[src/rtl/keypad_entry_buffer_pkg.sv]
// keypad_pkg: shared constants, entry-state type and BCD helper for the
// keypad entry buffer.
//   KEY_STAR / KEY_HASH : special scanner keycodes
//   MAX_DIGITS          : BCD digits per entry
//   BCD_W / CNT_W       : entry value / digit-count widths
//   ENTRY_W             : width of one FIFO word {bcd, count}
//   BIN_W               : width of the binary conversion of an entry
// bcd_to_bin() is only called when KEYPAD_BIN_CONV_EN is defined.
package keypad_pkg;

  localparam logic [3:0] KEY_STAR   = 4'd10;
  localparam logic [3:0] KEY_HASH   = 4'd11;
  localparam int         MAX_DIGITS = 4;
  localparam int         BCD_W      = 16;
  localparam int         CNT_W      = 3;
  localparam int         ENTRY_W    = BCD_W + CNT_W;
  localparam int         BIN_W      = 14;

  typedef enum logic [1:0] {
    ST_EMPTY   = 2'd0,
    ST_PARTIAL = 2'd1,
    ST_FULLENT = 2'd2
  } entry_state_t;

  // Four-digit BCD to binary: d3*1000 + d2*100 + d1*10 + d0 (max 9999).
  function automatic logic [BIN_W-1:0] bcd_to_bin(input logic [BCD_W-1:0] bcd);
    logic [BIN_W-1:0] d3;
    logic [BIN_W-1:0] d2;
    logic [BIN_W-1:0] d1;
    logic [BIN_W-1:0] d0;
    d3 = {10'd0, bcd[15:12]};
    d2 = {10'd0, bcd[11:8]};
    d1 = {10'd0, bcd[7:4]};
    d0 = {10'd0, bcd[3:0]};
    return d3 * 14'd1000 + d2 * 14'd100 + d1 * 14'd10 + d0;
  endfunction

endpackage

[src/rtl/keypad_entry_buffer_if.sv]
// keypad_entry_buffer_if: committed-entry output stream.
//   out_valid  : FIFO head valid
//   out_ready  : consumer accepts the head
//   out_data   : head BCD value
//   out_ndig   : head digit count
//   bin_value  : binary value of the head (0 unless KEYPAD_BIN_CONV_EN)
// master = the buffer (producer), slave = the consumer.
interface keypad_entry_buffer_if;
  import keypad_pkg::*;

  logic             out_valid;
  logic             out_ready;
  logic [BCD_W-1:0] out_data;
  logic [CNT_W-1:0] out_ndig;
  logic [BIN_W-1:0] bin_value;

  modport master (
    output out_valid,
    output out_data,
    output out_ndig,
    output bin_value,
    input  out_ready
  );

  modport slave (
    input  out_valid,
    input  out_data,
    input  out_ndig,
    input  bin_value,
    output out_ready
  );

endinterface

[src/rtl/keypad_entry_buffer_fifo.sv]
// kpd_fifo: registered-storage FIFO for committed keypad entries.
//   clk, rst_n : clock, asynchronous active-low reset
//   push, din  : write request and word (dropped if full with no pop)
//   pop        : read request (ignored when empty)
//   dout       : head word, read straight from the storage registers
//   empty,full : occupancy flags
// Pointers wrap modulo DEPTH (power of 2); count has log2(DEPTH)+1 bits
// so full and empty are distinct.
module kpd_fifo #(
  parameter int DEPTH = 4,
  parameter int WIDTH = 19
) (
  input  logic             clk,
  input  logic             rst_n,
  input  logic             push,
  input  logic [WIDTH-1:0] din,
  input  logic             pop,
  output logic [WIDTH-1:0] dout,
  output logic             empty,
  output logic             full
);

  localparam int AW = $clog2(DEPTH);
  localparam int CW = AW + 1;

  logic [WIDTH-1:0] mem_r [DEPTH];
  logic [AW-1:0]    wr_ptr_r;
  logic [AW-1:0]    rd_ptr_r;
  logic [CW-1:0]    count_r;
  logic             do_pop_s;
  logic             do_push_s;

  assign empty     = (count_r == {CW{1'b0}});
  assign full      = (count_r == CW'(DEPTH));
  assign dout      = mem_r[rd_ptr_r];
  assign do_pop_s  = pop & ~empty;
  // A pop on the same edge frees the slot, so a full FIFO may still accept.
  assign do_push_s = push & (~full | do_pop_s);

  // Storage, pointers and occupancy count.
  always_ff @(posedge clk or negedge rst_n) begin
    if (!rst_n) begin
      for (int i = 0; i < DEPTH; i++) begin
        mem_r[i] <= {WIDTH{1'b0}};
      end
      wr_ptr_r <= {AW{1'b0}};
      rd_ptr_r <= {AW{1'b0}};
      count_r  <= {CW{1'b0}};
    end else begin
      if (do_push_s) begin
        mem_r[wr_ptr_r] <= din;
        wr_ptr_r        <= wr_ptr_r + AW'(1);
      end
      if (do_pop_s) begin
        rd_ptr_r <= rd_ptr_r + AW'(1);
      end
      case ({do_push_s, do_pop_s})
        2'b10:   count_r <= count_r + CW'(1);
        2'b01:   count_r <= count_r - CW'(1);
        default: count_r <= count_r;
      endcase
    end
  end

endmodule

[src/rtl/keypad_entry_buffer.sv]
// keypad_entry_buffer: assembles up to MAX_DIGITS BCD digits from keypad
// scanner events, commits them with '#', clears with '*', and queues
// committed entries in a FIFO.
//   CLK, RST_N          : clock, asynchronous active-low reset
//   N, V                : scanner keycode and valid level
//   entry_bcd/entry_cnt : entry under construction (LS digit in [3:0])
//   ovf                 : sticky, digit arrived with the entry already full
//   err_full            : one-cycle pulse, '#' rejected because FIFO full
//   ob                  : committed-entry stream (keypad_entry_buffer_if)
// Optional feature: macro KEYPAD_BIN_CONV_EN enables the BCD-to-binary
// converter on ob.bin_value; undefined, bin_value is tied to 0.
module keypad_entry_buffer
  import keypad_pkg::*;
#(
  parameter int FIFO_DEPTH = 4,
  parameter int MAX_DIGITS = keypad_pkg::MAX_DIGITS
) (
  input  logic                 CLK,
  input  logic                 RST_N,
  input  logic [3:0]           N,
  input  logic                 V,
  output logic [BCD_W-1:0]     entry_bcd,
  output logic [CNT_W-1:0]     entry_cnt,
  output logic                 ovf,
  output logic                 err_full,
  keypad_entry_buffer_if.master ob
);

  logic               v_q_r;
  entry_state_t       state_r;
  logic               key_ev_s;
  logic               is_digit_s;
  logic               is_star_s;
  logic               is_hash_s;
  logic               pop_s;
  logic               hash_commit_s;
  logic               push_s;
  logic               reject_s;
  logic               fifo_empty_s;
  logic               fifo_full_s;
  logic [ENTRY_W-1:0] fifo_dout_s;

  // One event per press: rising edge of the held valid level.
  assign key_ev_s      = V & ~v_q_r;
  assign is_digit_s    = (N <= 4'd9);
  assign is_star_s     = (N == KEY_STAR);
  assign is_hash_s     = (N == KEY_HASH);
  assign pop_s         = ~fifo_empty_s & ob.out_ready;
  // '#' on an empty entry does nothing, so it never pushes or errors.
  assign hash_commit_s = key_ev_s & is_hash_s & (entry_cnt != {CNT_W{1'b0}});
  assign push_s        = hash_commit_s & (~fifo_full_s | pop_s);
  assign reject_s      = hash_commit_s & fifo_full_s & ~pop_s;

  kpd_fifo #(
    .DEPTH (FIFO_DEPTH),
    .WIDTH (ENTRY_W)
  ) u_fifo (
    .clk   (CLK),
    .rst_n (RST_N),
    .push  (push_s),
    .din   ({entry_bcd, entry_cnt}),
    .pop   (pop_s),
    .dout  (fifo_dout_s),
    .empty (fifo_empty_s),
    .full  (fifo_full_s)
  );

  assign ob.out_valid = ~fifo_empty_s;
  assign ob.out_data  = fifo_empty_s ? {BCD_W{1'b0}} : fifo_dout_s[ENTRY_W-1:CNT_W];
  assign ob.out_ndig  = fifo_empty_s ? {CNT_W{1'b0}} : fifo_dout_s[CNT_W-1:0];

`ifdef KEYPAD_BIN_CONV_EN
  assign ob.bin_value = ob.out_valid ? bcd_to_bin(ob.out_data) : {BIN_W{1'b0}};
`else
  assign ob.bin_value = {BIN_W{1'b0}};
`endif

  // Entry state machine with registered entry, overflow and error outputs.
  always_ff @(posedge CLK or negedge RST_N) begin
    if (!RST_N) begin
      v_q_r     <= 1'b0;
      state_r   <= ST_EMPTY;
      entry_bcd <= {BCD_W{1'b0}};
      entry_cnt <= {CNT_W{1'b0}};
      ovf       <= 1'b0;
      err_full  <= 1'b0;
    end else begin
      v_q_r    <= V;
      err_full <= reject_s;
      if (key_ev_s) begin
        if (is_digit_s) begin
          case (state_r)
            ST_EMPTY, ST_PARTIAL: begin
              entry_bcd <= {entry_bcd[11:0], N};
              entry_cnt <= entry_cnt + 3'd1;
              state_r   <= (entry_cnt == CNT_W'(MAX_DIGITS - 1)) ? ST_FULLENT : ST_PARTIAL;
            end
            ST_FULLENT: begin
              ovf <= 1'b1;
            end
            default: begin
              // Unreachable encoding: recover to a clean empty entry.
              state_r   <= ST_EMPTY;
              entry_bcd <= {BCD_W{1'b0}};
              entry_cnt <= {CNT_W{1'b0}};
              ovf       <= 1'b0;
            end
          endcase
        end else if (is_star_s || push_s) begin
          state_r   <= ST_EMPTY;
          entry_bcd <= {BCD_W{1'b0}};
          entry_cnt <= {CNT_W{1'b0}};
          ovf       <= 1'b0;
        end
      end
    end
  end

endmodule

[src/flat_wrapper.sv]
// flat-port wrapper written by rule: the top's interface ports become plain ports
module keypad_entry_buffer_flat import keypad_pkg::*;
#(
  parameter int FIFO_DEPTH = 4,
  parameter int MAX_DIGITS = keypad_pkg::MAX_DIGITS
)
  (CLK, RST_N, N, V, entry_bcd, entry_cnt, ovf, err_full, ob_out_valid, ob_out_data, ob_out_ndig, ob_bin_value, ob_out_ready);
  keypad_entry_buffer_if ob_i ();
  input  logic CLK;
  input  logic RST_N;
  input  logic [3:0] N;
  input  logic V;
  output logic [BCD_W-1:0] entry_bcd;
  output logic [CNT_W-1:0] entry_cnt;
  output logic ovf;
  output logic err_full;
  output wire logic [$bits(ob_i.out_valid)-1:0] ob_out_valid;
  output wire logic [$bits(ob_i.out_data)-1:0] ob_out_data;
  output wire logic [$bits(ob_i.out_ndig)-1:0] ob_out_ndig;
  output wire logic [$bits(ob_i.bin_value)-1:0] ob_bin_value;
  input wire logic [$bits(ob_i.out_ready)-1:0] ob_out_ready;
  assign ob_out_valid = ob_i.out_valid;
  assign ob_out_data = ob_i.out_data;
  assign ob_out_ndig = ob_i.out_ndig;
  assign ob_bin_value = ob_i.bin_value;
  assign ob_i.out_ready = ob_out_ready;
  keypad_entry_buffer #(.FIFO_DEPTH(FIFO_DEPTH), .MAX_DIGITS(MAX_DIGITS)) u_core (.CLK(CLK), .RST_N(RST_N), .N(N), .V(V), .entry_bcd(entry_bcd), .entry_cnt(entry_cnt), .ovf(ovf), .err_full(err_full), .ob(ob_i));
endmodule
[config.mk]
export PLATFORM = sky130hd
export DESIGN_NAME = keypad_entry_buffer_flat
export DESIGN_NICKNAME = d
export VERILOG_FILES = /design/src/rtl/keypad_entry_buffer_pkg.sv /design/src/rtl/keypad_entry_buffer_if.sv /design/src/rtl/keypad_entry_buffer_fifo.sv /design/src/rtl/keypad_entry_buffer.sv /design/src/flat_wrapper.sv
export SDC_FILE = /design/constraint.sdc
export NUM_CORES = 1
export LEC_CHECK = 0
export CAP_MARGIN = 20
export CORE_MARGIN = 5
export CORE_UTILIZATION = 35
export CTS_BUF_LIST = sky130_fd_sc_hd__clkbuf_8
export CTS_CLUSTER_SIZE = 25
export DETAILED_ROUTE_END_ITERATION = 10
export DONT_BUFFER_PORTS = 1
export GPL_TIMING_DRIVEN = 0
export SYNTH_ARGS = -nofsm -noshare
export SYNTH_HDL_FRONTEND = slang
export SYNTH_SLANG_ARGS = --single-unit
[constraint.sdc]
create_clock -name CLK -period 3.1 [get_ports CLK]
set_input_delay 0.93 -clock CLK [delete_from_list [all_inputs] [get_ports CLK]]
set_output_delay 0.93 -clock CLK [all_outputs]
set_load 0.02 [all_outputs]
# ---- Word level (Yosys, flattened, before mapping)
# Index checks and enable logic that the tools add are counted.
dict set report totals {
  inputBits 8
  out_inout_bits 55
  ff_bits 107
  ram_bits 0
  latchBits 0
  rom_bits 0
  n_memories 0
}
dict set report classes {
  n_lt_le_gt_ge 4
  shifts 0
  mul 0
  eq_ne 10
  mux 22
  div_mod_pow 0
  n_addsub 5
  n_reduce_logical 10
  n_bitwise 17
}
# cell count
set ops {}
lappend ops {{76-bit bitwise mux} 1}
lappend ops {{19-bit 2-to-1 mux} 3}
lappend ops {{16-bit 2-to-1 mux} 3}
lappend ops {{19-bit binary-select mux with 2-bit select} 1}
lappend ops {{19-bit demux with 2-bit select} 1}
lappend ops {{16-bit case mux with 2 select lines} 1}
lappend ops {{3-bit case mux with 2 select lines} 2}
lappend ops {{1-bit AND} 9}
lappend ops {{3-bit 2-to-1 mux} 3}
lappend ops {{4-bit == test (second input constant)} 2}
lappend ops {{3-bit by 1-bit adder with 3-bit output (second input constant)} 2}
lappend ops {{3-bit >= comparator (second input constant)} 2}
lappend ops {{2-bit 2-to-1 mux} 3}
lappend ops {{2-bit NOT with 3-bit output} 2}
lappend ops {{3-bit AND reduction} 2}
lappend ops {{2-bit by 1-bit adder with 2-bit output (second input constant)} 2}
lappend ops {{2-bit by 1-bit == test with 1-bit output (second input constant)} 2}
lappend ops {{2-bit == test (second input constant)} 2}
lappend ops {{4-bit <= comparator (second input constant)} 1}
lappend ops {{2-bit != test (second input constant)} 2}
lappend ops {{1-bit NOT} 4}
lappend ops {{2-bit case mux with 2 select lines} 1}
lappend ops {{2-bit nonzero test} 2}
lappend ops {{3-bit by 2-bit == test with 1-bit output (second input constant)} 1}
lappend ops {{12 further kinds} 14}

# ---- Logic depth before layout (Yosys ltp)
dict set report depth {
  ltp_word 8
  ltp_mapped 11
  depth_no_buf 11
}

# ---- Cells and area by module
# From an unflattened synthesis, not the netlist that was laid out.
dict set report unflattened {
  hier_cells 336
  hier_area_um2 4957.3
}
# module cells_each instances seq_area_each_um2 area_per_inst_um2
set modules_own_cells {}
lappend modules_own_cells {kpd_fifo 220 1 2077.0 3696.0}
lappend modules_own_cells {keypad_entry_buffer 116 1 600.6 1261.2}

# ---- Worst setup path after synthesis
# No wires, ideal clock.
dict set report synth_timing {
  path_kind {input-to-reg}
  startpoint {input port ob_out_ready}
  endpoint {register u_core.u_fifo.count_r[2]}
  slack_ns 0.229
  arrival_time_ns 2.792
  cell_stages 9
  required_time_ns 3.021
  setup_ns 0.079
  path_cell_list {or4b_2 -> nor4b_4 -> inv_1 -> ha_1 -> inv_1 -> fa_1 -> xor2_1 -> nor2_1 -> xor2_1}
}
dict set report synth_between {
  elab_chain_cells 6
  elab_cells_between_ends 10
  classes_between {2 x eq/ne; 1 x mux; 6 x bitwise; 1 x reduce/logical}
}
# element line
set synth_rtl {}
lappend synth_rtl {{from (decl)} flat_wrapper.sv:21} ;# input wire logic [$bits(ob_i.out_ready)-1:0] ob_out_ready;
lappend synth_rtl {{1-bit AND *} keypad_entry_buffer.sv:48} ;# assign pop_s = ~fifo_empty_s & ob.out_ready;
lappend synth_rtl {{1-bit bitwise OR / 1-bit AND (equally long branches)} {keypad_entry_buffer.sv:51, keypad_entry_buffer_fifo.sv:36}}
lappend synth_rtl {{1-bit AND / 1-bit bitwise OR (equally long branches)} {keypad_entry_buffer.sv:51, keypad_entry_buffer_fifo.sv:38}}
lappend synth_rtl {{1-bit AND} keypad_entry_buffer_fifo.sv:38} ;# assign do_push_s = push & (~full | do_pop_s);
lappend synth_rtl {{2-bit by 1-bit == test with 1-bit output / 2-bit == test (equally long branches)} keypad_entry_buffer_fifo.sv:57} ;# case ({do_push_s, do_pop_s})
lappend synth_rtl {{3-bit case mux with 2 select lines / 2-bit nonzero test (equally long branches)} n/a}
lappend synth_rtl {{to (signal assigned)} keypad_entry_buffer_fifo.sv:58} ;# 2'b10: count_r <= count_r + CW'(1);
lappend synth_rtl {{to (signal assigned)} keypad_entry_buffer_fifo.sv:59} ;# 2'b01: count_r <= count_r - CW'(1);
lappend synth_rtl {{to (signal assigned)} keypad_entry_buffer_fifo.sv:60} ;# default: count_r <= count_r;
lappend synth_rtl {{to (decl)} keypad_entry_buffer_fifo.sv:29} ;# logic [CW-1:0] count_r;
# Mark *: on every way between the ends. The rest lies on a longest branch, timed or not.
# A chain may end at the register's enable or synchronous reset.

# ---- Worst setup path in the final report
dict set report layout_timing {
  startpoint {register u_core.u_fifo.rd_ptr_r[0]}
  endpoint {output port ob_out_data[15]}
}
dict set report layout_between {
  elab_chain_cells 5
}
# element line
set layout_rtl {}
lappend layout_rtl {{from (decl)} keypad_entry_buffer_fifo.sv:28} ;# logic [AW-1:0] rd_ptr_r;
lappend layout_rtl {{from (signal assigned)} keypad_entry_buffer_fifo.sv:47} ;# rd_ptr_r <= {AW{1'b0}};
lappend layout_rtl {{from (signal assigned)} keypad_entry_buffer_fifo.sv:55} ;# rd_ptr_r <= rd_ptr_r + AW'(1);
lappend layout_rtl {{2-bit NOT with 3-bit output (implied by the code)} keypad_entry_buffer_fifo.sv:35} ;# assign dout = mem_r[rd_ptr_r];
lappend layout_rtl {{19-bit binary-select mux with 2-bit select} keypad_entry_buffer_fifo.sv:35}
lappend layout_rtl {{19-bit 2-to-1 mux (implied by the code) (2 in a row)} keypad_entry_buffer_fifo.sv:35}
lappend layout_rtl {{16-bit 2-to-1 mux} keypad_entry_buffer.sv:69} ;# assign ob.out_data = fifo_empty_s ? {BCD_W{1'b0}} : fifo_dout_s[ENTRY_W-1:CNT_W];
lappend layout_rtl {{to (decl)} flat_wrapper.sv:18} ;# output wire logic [$bits(ob_i.out_data)-1:0] ob_out_data;
# No other way between the ends. The select of a mux whose other input is x is not followed.

==> impl_metrics.ini <==
[detailed_routing]
postRouteWirelength_mm = 10.31
drt_iter0_drc = 158
wire_per_inst_um = 19.01
drt.antenna.violating_nets = 0
drcViolationCount = 0
avgViaCountPerCell = 5.006
route.vias.total = 2713
first_pass_iters = 4

[power]
ir_worst_vdd_uv = 300.2
cellPowerDensity_mw_per_mm2 = 691.4
power.static_leakage_nw = 2.618

[cts]
reg_clk_slew_reported_paths_ps = 90
cts.hold.buffers_added = 0
cts_tree = done
clk_root_buffer_cell = sky130_fd_sc_hd__clkbuf_8
postCtsResizedCells = 2
cts_setup_buffers = 0
cts_num_sinks = 107
numCtsBuffers = 9
max-clock-path-buffers = 2
clk-insertion-delay-late_ps = 360
htree_num_levels = 3

[floorplan]
full_die_area_mm2 = 0.01648
die_height_um = 128.4
initial_core_util_pct = 35.47
placement_rows = 43
floorplan.io_pins = 63
fp.dieW_um = 128.4
core_area_mm2 = 0.01383

[layout]
final_layout_size_suffix_gt1_share_pct = 38.95
instances_no_fill = 542
antenna-diode-count = 0
final_common_cell = sky130_fd_sc_hd__dfrtp_1
finish.net_count = 374
area_growth_pct = 9.260
layout.cells.most_common_list = 107 x sky130_fd_sc_hd__dfrtp_1, 77 x sky130_fd_sc_hd__mux2_2, 20 x sky130_fd_sc_hd__and2_1

[synthesis]
yosysSeqAreaShare_pct = 54.59
area_of_the_mapped_netlist_mm2 = 0.004905
synth-seq-cells = 107
synth_xor_area_share_pct = 1.071
yosys-mux-area-fraction_pct = 26.40
yosys.area_share.simple_pct = 6.097
synth_top_family_by_area = multiplexers
synth_cell_types = 37
synth_cells = 333
postSynth.topFlopCell = sky130_fd_sc_hd__dfrtp_1
synthesis.yosys.warnings = 0
asyncSetResetFlopFracSynth_pct = 100.0
syn-mean-instance-area_um2 = 14.73
synth-edff-count = 0
synth_fa_ha_area_share_pct = 2.449
synth-compound-area-share_pct = 4.515

[timing]
fin_setup_tns_ps = 0
timing_max_transition_violations_final = 0
period_needed_ps = 2905
setup_violations = 0
timing.fmax_mhz = 344.2
timing.final.crit_share_pct = 93.72
finalHoldViolCount = 0
timing_worst_slew_pin_value_ps = 765.9
timing.max_slew.rel_slack_pct = 48.94
rsz0062_at_grt = no
worst_clock_skew_ps = 7.094

[placement]
gpl.final_weighted_congestion = 0.7590
placement.io_buffers = 0
place_hpwl_mm = 7.057
placedCellCount = 526

[flow_run]
maxCapViolCount = 0

[critical_path]
number_of_buffer_and_inverter_stages_on_the_critical_path = 1
path_cells = buf_2 -> mux4_2 -> and2_1
worstPathArrival_ps = 1980
worst_path_largest_cell_delay_ps = 580
worst-path-max-fanout = 10
timing.setup.critical_path_class = flip-flop to output port
worst_path_dominant_cell_family = multiplexers
worst_setup_path_start_kind = flip-flop
worstPathRequired_ps = 2170
worst_setup_path_end_kind = output port
worst_path_max_delay_cell = sky130_fd_sc_hd__mux4_2

[global_routing]
grt_pass1_vias = 2929
globalRouteTotalUtil_pct = 13.16
grt_pass1_wl_mm = 16.70
antenna_found_initial = 0
grt_overflow_total = 0
grt_start_max_net_pins = 108

[min_path]
min_path_type = input port to async pin

[outcome]
result_of_the_run = finished, final reports clean
[sequential cells by signal, indices dropped and copies added (netlist names)]
register	count
u_core.state_r	2
u_core.ovf	1
u_core.u_fifo.mem_r	76
u_core.entry_bcd	16
u_core.u_fifo.rd_ptr_r	2
u_core.entry_cnt	3
u_core.err_full	1
u_core.u_fifo.count_r	3
u_core.v_q_r	1
u_core.u_fifo.wr_ptr_r	2
[logic make-up (layout without fill, tap and decap cells)]
kind of cell | count (synthesis) | after routing
flip-flops | 107 | 107
multiplexers | 96 | 96
AND/OR/NAND/NOR | 47 | 47
buffers and inverters | 39 | 55
AO/OA/AOI/OAI | 28 | 28
adder cells (fa/ha/maj) | 9 | 9
XOR/XNOR | 6 | 6
other | 1 | 14
[routing by layer]
metal | wire, µm | global-route usage [%]
met1 | 4501 | 16.82
met2 | 4983 | 21.58
met3 | 719 | 4.815
met4 | 101 | 2.809
met5 | 0 | 0
[power breakdown]
group | internal [mW] | leakage, nW | switching (mW)
combinational | 0.428 | 1.07 | 0.466
clock | 0.331 | 0.0949 | 0.452
sequential | 1.63 | 1.45 | 0.403
[through the flow]
stage,power (mW),cell area (µm²),util (%),hold slack [ps],setup slack (ps)
2_1_floorplan,2.675,4954,-,447.0,228.8
3_3_place_gp,2.937,5179,37.45,467.8,126.3
3_5_place_dp,2.977,5179,37.45,468.1,112.6
4_1_cts,3.774,5365,38.80,236.7,18.71
5_1_grt,3.944,5359,38.76,220.1,65.79
6_report,3.705,5359,38.76,255.6,194.8
[layout make-up]
cell class | instances | area [µm²]
Clock buffer | 11 | 151.4
Sequential cell | 107 | 2678
Buffer | 28 | 195.2
Tap cell | 180 | 225.2
Multi-Input combinational cell | 200 | 2041
Fill cell | 1290 | 8468
Clock inverter | 5 | 27.53
Inverter | 11 | 41.29
[cells in the mapped netlist (4+ instances only)]
cell	n	share of area, %
sky130_fd_sc_hd__ha_1	8	2.0
sky130_fd_sc_hd__clkbuf_1	6	0.46
sky130_fd_sc_hd__dfrtp_1	107	55
sky130_fd_sc_hd__mux2_2	77	18
sky130_fd_sc_hd__o21ai_0	4	0.41
sky130_fd_sc_hd__and2_1	20	2.6
sky130_fd_sc_hd__nand2_2	4	0.51
sky130_fd_sc_hd__a22o_1	19	3.4
sky130_fd_sc_hd__nand2_1	7	0.54
sky130_fd_sc_hd__mux4_2	19	8.7
sky130_fd_sc_hd__buf_4	14	2.1
sky130_fd_sc_hd__inv_1	11	0.84
[worst reg2reg max path, cell delays in order, from the launching register on]
cell and delay, ps:
sky130_fd_sc_hd__dfrtp_1 590, sky130_fd_sc_hd__inv_1 130, sky130_fd_sc_hd__ha_1 240, sky130_fd_sc_hd__nor2b_1 170, sky130_fd_sc_hd__nor4b_4 530, sky130_fd_sc_hd__nand2_2 350
sky130_fd_sc_hd__clkbuf_8 290, sky130_fd_sc_hd__mux2_2 290
[path summary, 6_finish.rpt]
kind / end / slack (ps) / cells after the start / from
setup / recovery: ob_out_data[15] / 190 / 3 / u_core.u_fifo.rd_ptr_r[0]
hold / removal: u_core.u_fifo.count_r[0] / 260 / 0 / RST_N
setup reg to reg: u_core.u_fifo.mem_r[30] / 390 / 7 / u_core.entry_cnt[0]
hold reg to reg: u_core.u_fifo.count_r[2] / 480 / 1 / u_core.u_fifo.count_r[2]
max in group asynchronous: u_core.u_fifo.mem_r[50] / 2690 / 0 / RST_N
min in group CLK: u_core.u_fifo.count_r[2] / 480 / 1 / u_core.u_fifo.count_r[2]
Power figures use the tool's default switching activity.
